$ cat config.mk
export PLATFORM = sky130hd
export DESIGN_NAME = ppu_bg_fetcher
export DESIGN_NICKNAME = d
export VERILOG_FILES = /design/src/rtl/ppu_pkg.sv /design/src/rtl/ppu_attr_select.sv /design/src/rtl/ppu_bg_fetcher.sv
export SDC_FILE = /design/constraint.sdc
export NUM_CORES = 1
export LEC_CHECK = 0
export BUFFER_PORTS_ARGS = -buffer_cell sky130_fd_sc_hd__buf_2
export CAP_MARGIN = 20
export CORE_ASPECT_RATIO = 1.2
export CORE_UTILIZATION = 40
export DETAILED_ROUTE_END_ITERATION = 12
export HOLD_SLACK_MARGIN = 0.15
export PLACE_DENSITY_LB_ADDON = 0.1
export SYNTH_ARGS = -nofsm -noshare
export SYNTH_HDL_FRONTEND = slang
export SYNTH_SLANG_ARGS = --single-unit
$ cat constraint.sdc
create_clock -name clk -period 2.6 [get_ports clk]
set_clock_uncertainty 0.2 [all_clocks]
set_input_delay 0.52 -clock clk [delete_from_list [all_inputs] [get_ports clk]]
set_output_delay 0.52 -clock clk [all_outputs]
set_load 0.005 [all_outputs]
$ cat src/rtl/ppu_pkg.sv
// ppu_pkg: shared definitions for the PPU background fetch path.
//   - fetch_state_t : background fetcher FSM states
//   - NT_BASE, AT_OFFSET, PT_HI_OFFSET : PPU bus address constants
//   - tile_pos()    : horizontal tile position (coarse X + nametable) for tile n
//   - nt_offset(), at_offset(), pat_addr() : address field packing
package ppu_pkg;

    typedef enum logic [3:0] {
        ST_IDLE,
        ST_NT_A,
        ST_NT_D,
        ST_AT_A,
        ST_AT_D,
        ST_PL_A,
        ST_PL_D,
        ST_PH_A,
        ST_PH_D,
        ST_LOAD
    } fetch_state_t;

    localparam logic [13:0] NT_BASE      = 14'h2000;
    localparam logic [9:0]  AT_OFFSET    = 10'h3C0;
    localparam logic [3:0]  PT_HI_OFFSET = 4'h8;

    typedef struct packed {
        logic [4:0] cx;
        logic [1:0] nt;
    } tile_pos_t;

    // Tile n of a line sits at coarse_x0+n; crossing column 31 flips the
    // horizontal nametable bit.
    function automatic tile_pos_t tile_pos(input logic [4:0] cx0,
                                           input logic [1:0] nt_sel,
                                           input logic [5:0] n);
        logic [5:0] s;
        tile_pos_t  p;
        s    = {1'b0, cx0} + n;
        p.cx = s[4:0];
        p.nt = {nt_sel[1], nt_sel[0] ^ s[5]};
        return p;
    endfunction

    function automatic logic [13:0] nt_offset(input logic [1:0] nt,
                                              input logic [4:0] cy,
                                              input logic [4:0] cx);
        return {2'b00, nt, cy, cx};
    endfunction

    function automatic logic [13:0] at_offset(input logic [1:0] nt,
                                              input logic [4:0] cy,
                                              input logic [4:0] cx);
        return {2'b00, nt, AT_OFFSET} | {8'h00, cy[4:2], cx[4:2]};
    endfunction

    function automatic logic [13:0] pat_addr(input logic       pt,
                                             input logic [7:0] idx,
                                             input logic [2:0] fy);
        return {1'b0, pt, idx, 1'b0, fy};
    endfunction

endpackage

$ cat src/rtl/ppu_attr_select.sv
// ppu_attr_select: picks the 2-bit palette of one 16x16 quadrant out of an
// attribute byte. Purely combinational.
//   i_at_byte : attribute table byte
//   i_cy1     : coarse_y[1] (bottom half of the 32x32 block)
//   i_cx1     : coarse_x[1] (right half of the 32x32 block)
//   o_pal     : selected palette
module ppu_attr_select
    import ppu_pkg::*;
(
    input  logic [7:0] i_at_byte,
    input  logic       i_cy1,
    input  logic       i_cx1,
    output logic [1:0] o_pal
);

    logic [7:0] w_shifted;

    assign w_shifted = i_at_byte >> {i_cy1, i_cx1, 1'b0};
    assign o_pal     = w_shifted[1:0];

endmodule

$ cat src/rtl/ppu_bg_fetcher.sv
// ppu_bg_fetcher: walks one scanline of background tiles on the PPU bus.
// Per tile: nametable, attribute, pattern-lo, pattern-hi reads (address
// cycle then 1-cycle-latency data cycle), then hands a {lo, hi, pal} bundle
// to the pixel shifter over valid/ready.
//   clk, rst_n          : clock, async active-low reset
//   i_start             : begin a line (ignored while busy)
//   i_line_y, i_scroll_x: scanline and horizontal scroll
//   i_nt_sel, i_pt_sel  : base nametable {Y,X}, background pattern table
//   i_bus_grant         : fetcher owns the bus this cycle
//   o_mem_addr, o_mem_rw: registered read address, always read
//   i_mem_q             : read data, valid the cycle after the address
//   o_tile_valid/i_tile_ready, o_tile_lo/hi/pal : tile bundle handshake
//   o_busy, o_line_done : line in progress, last tile accepted pulse
module ppu_bg_fetcher
    import ppu_pkg::*;
#(
    parameter int          TILES   = 33,
    parameter logic [13:0] NT_BASE = ppu_pkg::NT_BASE
) (
    input  logic        clk,
    input  logic        rst_n,
    input  logic        i_start,
    input  logic [7:0]  i_line_y,
    input  logic [7:0]  i_scroll_x,
    input  logic [1:0]  i_nt_sel,
    input  logic        i_pt_sel,
    input  logic        i_bus_grant,
    output logic [13:0] o_mem_addr,
    output logic        o_mem_rw,
    input  logic [7:0]  i_mem_q,
    output logic        o_tile_valid,
    input  logic        i_tile_ready,
    output logic [7:0]  o_tile_lo,
    output logic [7:0]  o_tile_hi,
    output logic [1:0]  o_tile_pal,
    output logic        o_busy,
    output logic        o_line_done
);

    fetch_state_t r_state;
    logic [5:0]   r_tile;
    logic [4:0]   r_cx0;
    logic [4:0]   r_cy;
    logic [2:0]   r_fy;
    logic [1:0]   r_nt_sel;
    logic         r_pt_sel;
    logic [7:0]   r_nt_byte;
    logic [7:0]   r_at_byte;
    logic [7:0]   r_pl_byte;
    logic [7:0]   r_ph_byte;
    logic [13:0]  r_mem_addr;
    logic         r_tile_valid;
    logic [7:0]   r_tile_lo;
    logic [7:0]   r_tile_hi;
    logic [1:0]   r_tile_pal;
    logic         r_out_last;
    logic         r_busy;
    logic         r_line_done;

    tile_pos_t    w_pos_cur;
    tile_pos_t    w_pos_nxt;
    logic [13:0]  w_pl_addr;
    logic [1:0]   w_pal;
    logic         w_accept;
    logic         w_load_ok;
    logic         w_last;
    logic         w_unused_ok;

    assign w_pos_cur = tile_pos(r_cx0, r_nt_sel, r_tile);
    assign w_pos_nxt = tile_pos(r_cx0, r_nt_sel, r_tile + 6'd1);
    assign w_pl_addr = pat_addr(r_pt_sel, r_nt_byte, r_fy);
    assign w_accept  = r_tile_valid & i_tile_ready;
    // Output slot is free if empty or being drained at this same edge.
    assign w_load_ok = ~r_tile_valid | i_tile_ready;
    assign w_last    = (r_tile == 6'(TILES - 1));
    // Fine-X and the lowest coarse-X bit play no part in fetching.
    assign w_unused_ok = ^{i_scroll_x[2:0], w_pos_cur.cx[0]};

    ppu_attr_select u_attr (
        .i_at_byte (r_at_byte),
        .i_cy1     (r_cy[1]),
        .i_cx1     (w_pos_cur.cx[1]),
        .o_pal     (w_pal)
    );

    always_ff @(posedge clk or negedge rst_n) begin
        if (!rst_n) begin
            r_state      <= ST_IDLE;
            r_tile       <= '0;
            r_cx0        <= '0;
            r_cy         <= '0;
            r_fy         <= '0;
            r_nt_sel     <= '0;
            r_pt_sel     <= 1'b0;
            r_nt_byte    <= '0;
            r_at_byte    <= '0;
            r_pl_byte    <= '0;
            r_ph_byte    <= '0;
            r_mem_addr   <= '0;
            r_tile_valid <= 1'b0;
            r_tile_lo    <= '0;
            r_tile_hi    <= '0;
            r_tile_pal   <= '0;
            r_out_last   <= 1'b0;
            r_busy       <= 1'b0;
            r_line_done  <= 1'b0;
        end else begin
            r_line_done <= 1'b0;

            // Drain first; a LOAD at the same edge overrides the clear below.
            if (w_accept) begin
                r_tile_valid <= 1'b0;
                if (r_out_last) begin
                    r_line_done <= 1'b1;
                    r_busy      <= 1'b0;
                    r_out_last  <= 1'b0;
                end
            end

            case (r_state)
                // busy stays high in IDLE until the final bundle drains,
                // which is what makes a start at that edge ignored.
                ST_IDLE: begin
                    if (i_start && !r_busy) begin
                        r_cx0      <= i_scroll_x[7:3];
                        r_cy       <= i_line_y[7:3];
                        r_fy       <= i_line_y[2:0];
                        r_nt_sel   <= i_nt_sel;
                        r_pt_sel   <= i_pt_sel;
                        r_tile     <= '0;
                        r_busy     <= 1'b1;
                        r_mem_addr <= NT_BASE | nt_offset(i_nt_sel, i_line_y[7:3],
                                                          i_scroll_x[7:3]);
                        r_state    <= ST_NT_A;
                    end
                end
                ST_NT_A: if (i_bus_grant) r_state <= ST_NT_D;
                ST_NT_D: begin
                    r_nt_byte  <= i_mem_q;
                    r_mem_addr <= NT_BASE | at_offset(w_pos_cur.nt, r_cy, w_pos_cur.cx);
                    r_state    <= ST_AT_A;
                end
                ST_AT_A: if (i_bus_grant) r_state <= ST_AT_D;
                ST_AT_D: begin
                    r_at_byte  <= i_mem_q;
                    r_mem_addr <= w_pl_addr;
                    r_state    <= ST_PL_A;
                end
                ST_PL_A: if (i_bus_grant) r_state <= ST_PL_D;
                ST_PL_D: begin
                    r_pl_byte  <= i_mem_q;
                    r_mem_addr <= w_pl_addr | {10'd0, PT_HI_OFFSET};
                    r_state    <= ST_PH_A;
                end
                ST_PH_A: if (i_bus_grant) r_state <= ST_PH_D;
                ST_PH_D: begin
                    r_ph_byte <= i_mem_q;
                    r_state   <= ST_LOAD;
                end
                ST_LOAD: begin
                    if (w_load_ok) begin
                        r_tile_valid <= 1'b1;
                        r_tile_lo    <= r_pl_byte;
                        r_tile_hi    <= r_ph_byte;
                        r_tile_pal   <= w_pal;
                        r_out_last   <= w_last;
                        if (w_last) begin
                            r_state <= ST_IDLE;
                        end else begin
                            r_tile     <= r_tile + 6'd1;
                            r_mem_addr <= NT_BASE | nt_offset(w_pos_nxt.nt, r_cy,
                                                              w_pos_nxt.cx);
                            r_state    <= ST_NT_A;
                        end
                    end
                end
                default: r_state <= ST_IDLE;
            endcase
        end
    end

    assign o_mem_addr   = r_mem_addr;
    assign o_mem_rw     = 1'b0;
    assign o_tile_valid = r_tile_valid;
    assign o_tile_lo    = r_tile_lo;
    assign o_tile_hi    = r_tile_hi;
    assign o_tile_pal   = r_tile_pal;
    assign o_busy       = r_busy;
    assign o_line_done  = r_line_done;

endmodule

==> metrics.md <==
| Metric | Value |
|---|---|
| Status | finished, final reports clean |
| Ant. Diodes | 0 |
| Peak supply drop | 0.608 mV |
| Yosys synthesis warning count | 0 |
| Async set or reset register ratio after synthesis | between 90% and 100% |
| Initial antenna violation count | 0 |
| Largest cells by area after synthesis | dfrtp_1 52%, mux2_2 10%, nand2_1 3.9% |
| Std-Cell Rows | 42 |
| Leading area contributor after synthesis | dfrtp_1 |
| Fin crit period | around 2.5 ns |
| Critical Path RT | 2.62 ns |
| Clk pin slew, worst setup/hold paths | 0.07 ns |
| Detailed Routing Iterations Pass 1 | 5 |
| Worst reg-to-reg path cell count | 4 |
| Slowest CP cell | fa_1 |
| Worst skew pair latency | between 0.3 and 0.4 ns |
| Slew Limit Fails | 0 |
| Iter 0 DRT Violations | 212 |
| Max-cap violations | 0 |
| Arrival time at the worst endpoint | 2.52 ns |
| Register area share after synthesis | 51.5% |
| Least-Margin Pin Slew | 0.593 ns |
| Cell area after synthesis | 0.00456 mm2 |
| CP top delay family | adder cells |
| Clock Sinks | 94 |
| IO Pins | slightly below 70 |
| Critical path's largest stage delay | 0.65 ns |
| Final setup viols | 0 |
| Core area | 0.0111 mm2 |
| Syn Inst Count | around 390 |
| Crit Reg-Reg Endpoint | o_tile_pal[0]$_DFFE_PN0P_ |
| GRT Overall Usage | 18.8% |
| Final setup TNS | 0 ns |
| Die Y | approximately 120 um |
| HPWL Detailed | 7480 um |
| Synth top area share | between 50% and 60% |
| CP endpoint kind | register |
| Kind of critical path | reg -> reg |
| Die X | 99.5 um |
| Max Clock Freq | 399 MHz |
| P&R area growth vs syn | 18.3% |
| R2R setup slack | roughly 0.093 ns |
| RSZ-0062 raised after global routing | false |
| CTS Buf Count | 9 |
| HP Class | in -> reg |
| Hold Path Depth | 2 |
| Clock tree root driver cell | clkbuf_16 |
| Mapped Nets | 435 |
| Vias in the first global route | between 3000 and 4000 |
| Syn Area/Cell | 11.7 um2 |
| Filler Cell Count | around 1100 |
| Layout cells sized above 1 | 32.7% |
| Die Area | 0.0118 mm2 |
| Hold wc startpoint | i_line_y[0] |
| First-pass GRT wire length | 17200 um |
| H-tree Lvls | 3 |
| Worst hold slack | 0.196 ns |
| Leakage | between 2 and 3 nW |
| Largest net degree at the start of global routing | 55 |
| IO buf count | 63 |
| Main synth FF type | dfrtp_1 |
| Vias per cell | 5.24 |
| Post-route ant nets | 0 |
| Gr ovfl total | 0 |
| Yosys reg bits | 94 |
| Starting density of the core | 41.2% |
| TritonCTS clock tree | built |
| Nets | 507 |
| Hold-critical path endpoint | r_fy[0]$_DFFE_PN0P_ |
| Endpoints failing hold | 0 |
| Fin crit share | 96.4% |
| Clk buf depth | 2 |
| Netlist cell types | approximately 60 |
| Drt wl/cell | 16.8 um |
| Number of synthesized flops with an enable pin | 0 |
| Critical path peak fanout | 7 |
| CP Cell Sequence | ha_1 -> fa_1 -> mux4_2 -> mux2_2 |
| Vias | between 3000 and 4000 |
| Buf+Inv Stages, Crit Path | 0 |
| Drc violations | 0 |
| Setup crit start kind | register |
| Crit Reg-Reg Startpoint | r_tile[0]$_DFFE_PN0P_ |
| Power density over the cells | 1160 mW/mm2 |
| DRT Wirelength | 10400 um |
| Routability cong. | 0.848 |
| Slew margin rel. | 60.2% |
==> power breakdown <==
group,internal (mW),switching [mW],total (mW)
sequential,2.13,0.458,2.59
clock,0.669,0.546,1.21
combinational,1.25,1.23,2.48
==> flip-flops by register name, summed over array words and instances, names as in the netlist, 3 cells and up <==
register    cells
o_mem_addr     14
o_tile_hi       8
o_tile_lo       8
r_at_byte       8
r_cx0           5
r_cy            5
r_fy            3
r_nt_byte       8
r_ph_byte       8
r_pl_byte       8
r_state         4
r_tile          6
==> logic make-up after synthesis <==
| family | synth area share, % |
|---|---|
| AND/OR/NAND/NOR | 13.3 |
| flip-flops | 51.5 |
| AO/OA/AOI/OAI | 10.7 |
| multiplexers | 15.3 |
| buffers and inverters | 2.88 |
| adder cells (fa/ha/maj) | 4.17 |
| XOR/XNOR | 2.11 |
| other | 0.0822 |
==> Yosys cell counts (all sizes together) (5+ instances only) <==
library cell / count
and2: 5
buf: 15
ha: 12
o21ai: 14
inv: 11
dfrtp: 94
a31oi: 9
xnor2: 9
nand2: 49
a21oi: 11
a221oi: 5
nand3: 12
nand2b: 9
mux2: 57
nor2: 19
==> routing by layer <==
layer	wire length, um	global-route usage (%)	up-vias
met2	5260	31.5	62
met3	393	3.05	10
met1	4580	24.5	1637
met5	0	0	-
met4	150	6.62	0
li1	-	-	1532
==> worst max-delay path by stage <==
stage                                from                         to  cells after the start
finish              r_tile[0]$_DFFE_PN0P_  o_tile_pal[0]$_DFFE_PN0P_                      4
global route        r_tile[0]$_DFFE_PN0P_  o_tile_pal[0]$_DFFE_PN0P_                      4
CTS                 r_tile[0]$_DFFE_PN0P_  o_tile_pal[0]$_DFFE_PN0P_                      4
detailed placement  r_tile[0]$_DFFE_PN0P_  o_tile_pal[0]$_DFFE_PN0P_                      4
global placement    r_tile[0]$_DFFE_PN0P_  o_tile_pal[1]$_DFFE_PN0P_                      4
floorplan           r_tile[0]$_DFFE_PN0P_  o_tile_pal[0]$_DFFE_PN0P_                      4
==> metrics by stage <==
stage | utilization, % | instances | setup slack (ns) | cell area (um2) | power, mW
2_1_floorplan | - | 389 | 0.346 | 4560 | 4.25
3_3_place_gp | 46.1 | 603 | 0.148 | 5110 | 5.06
3_5_place_dp | 46.1 | 603 | 0.116 | 5110 | 5.12
4_1_cts | 48.7 | 619 | 0.0966 | 5400 | 6.36
5_1_grt | 48.7 | 619 | 0.0209 | 5400 | 6.76
6_report | 48.7 | 619 | 0.0934 | 5400 | 6.29
==> cell usage in the layout, fill, tap and decap left out, types with 3 or more instances in the layout <==
| cell | n |
|---|---|
| xnor2_1 | 9 |
| o22ai_1 | 3 |
| o31ai_1 | 3 |
| buf_4 | 13 |
| clkbuf_16 | 9 |
| nand2b_1 | 8 |
| nor2_1 | 19 |
| mux2_1 | 15 |
| mux2_2 | 42 |
| and3_1 | 3 |
| nand2_1 | 48 |
| a31oi_1 | 9 |
| and2_1 | 4 |
| inv_1 | 10 |
| a21o_1 | 3 |
| a21oi_1 | 11 |
| a221oi_1 | 5 |
| buf_2 | 62 |
| dfrtp_1 | 93 |
| ha_1 | 12 |
| nand3_1 | 11 |
| a222oi_1 | 3 |
| o21ai_0 | 11 |
==> cell type report <==
type | count | area [um2] | share of cell area (%)
timing repair buffer | 78 | 458 | 8.48
sequential | 94 | 2350 | 43.6
multi-input combinational | 267 | 2080 | 38.5
clock inverter | 5 | 33.8 | 0.626
clock buffer | 10 | 239 | 4.43
inverter | 11 | 41.3 | 0.765
tap | 154 | 193 | 3.57
==> worst register-to-register path, cell delays in order (launching register included) <==
cell and delay (ns):
dfrtp_1 0.47, ha_1 0.26, fa_1 0.65, mux4_2 0.53, mux2_2 0.27
==> timing repair <==
item	CTS	global route
gates resized for setup	0	1
hold buffers	1	0
setup endpoints to repair	0	1
hold endpoints to repair	17	0
setup buffers	0	0
No activity file was read; power rests on OpenSTA's default activity.
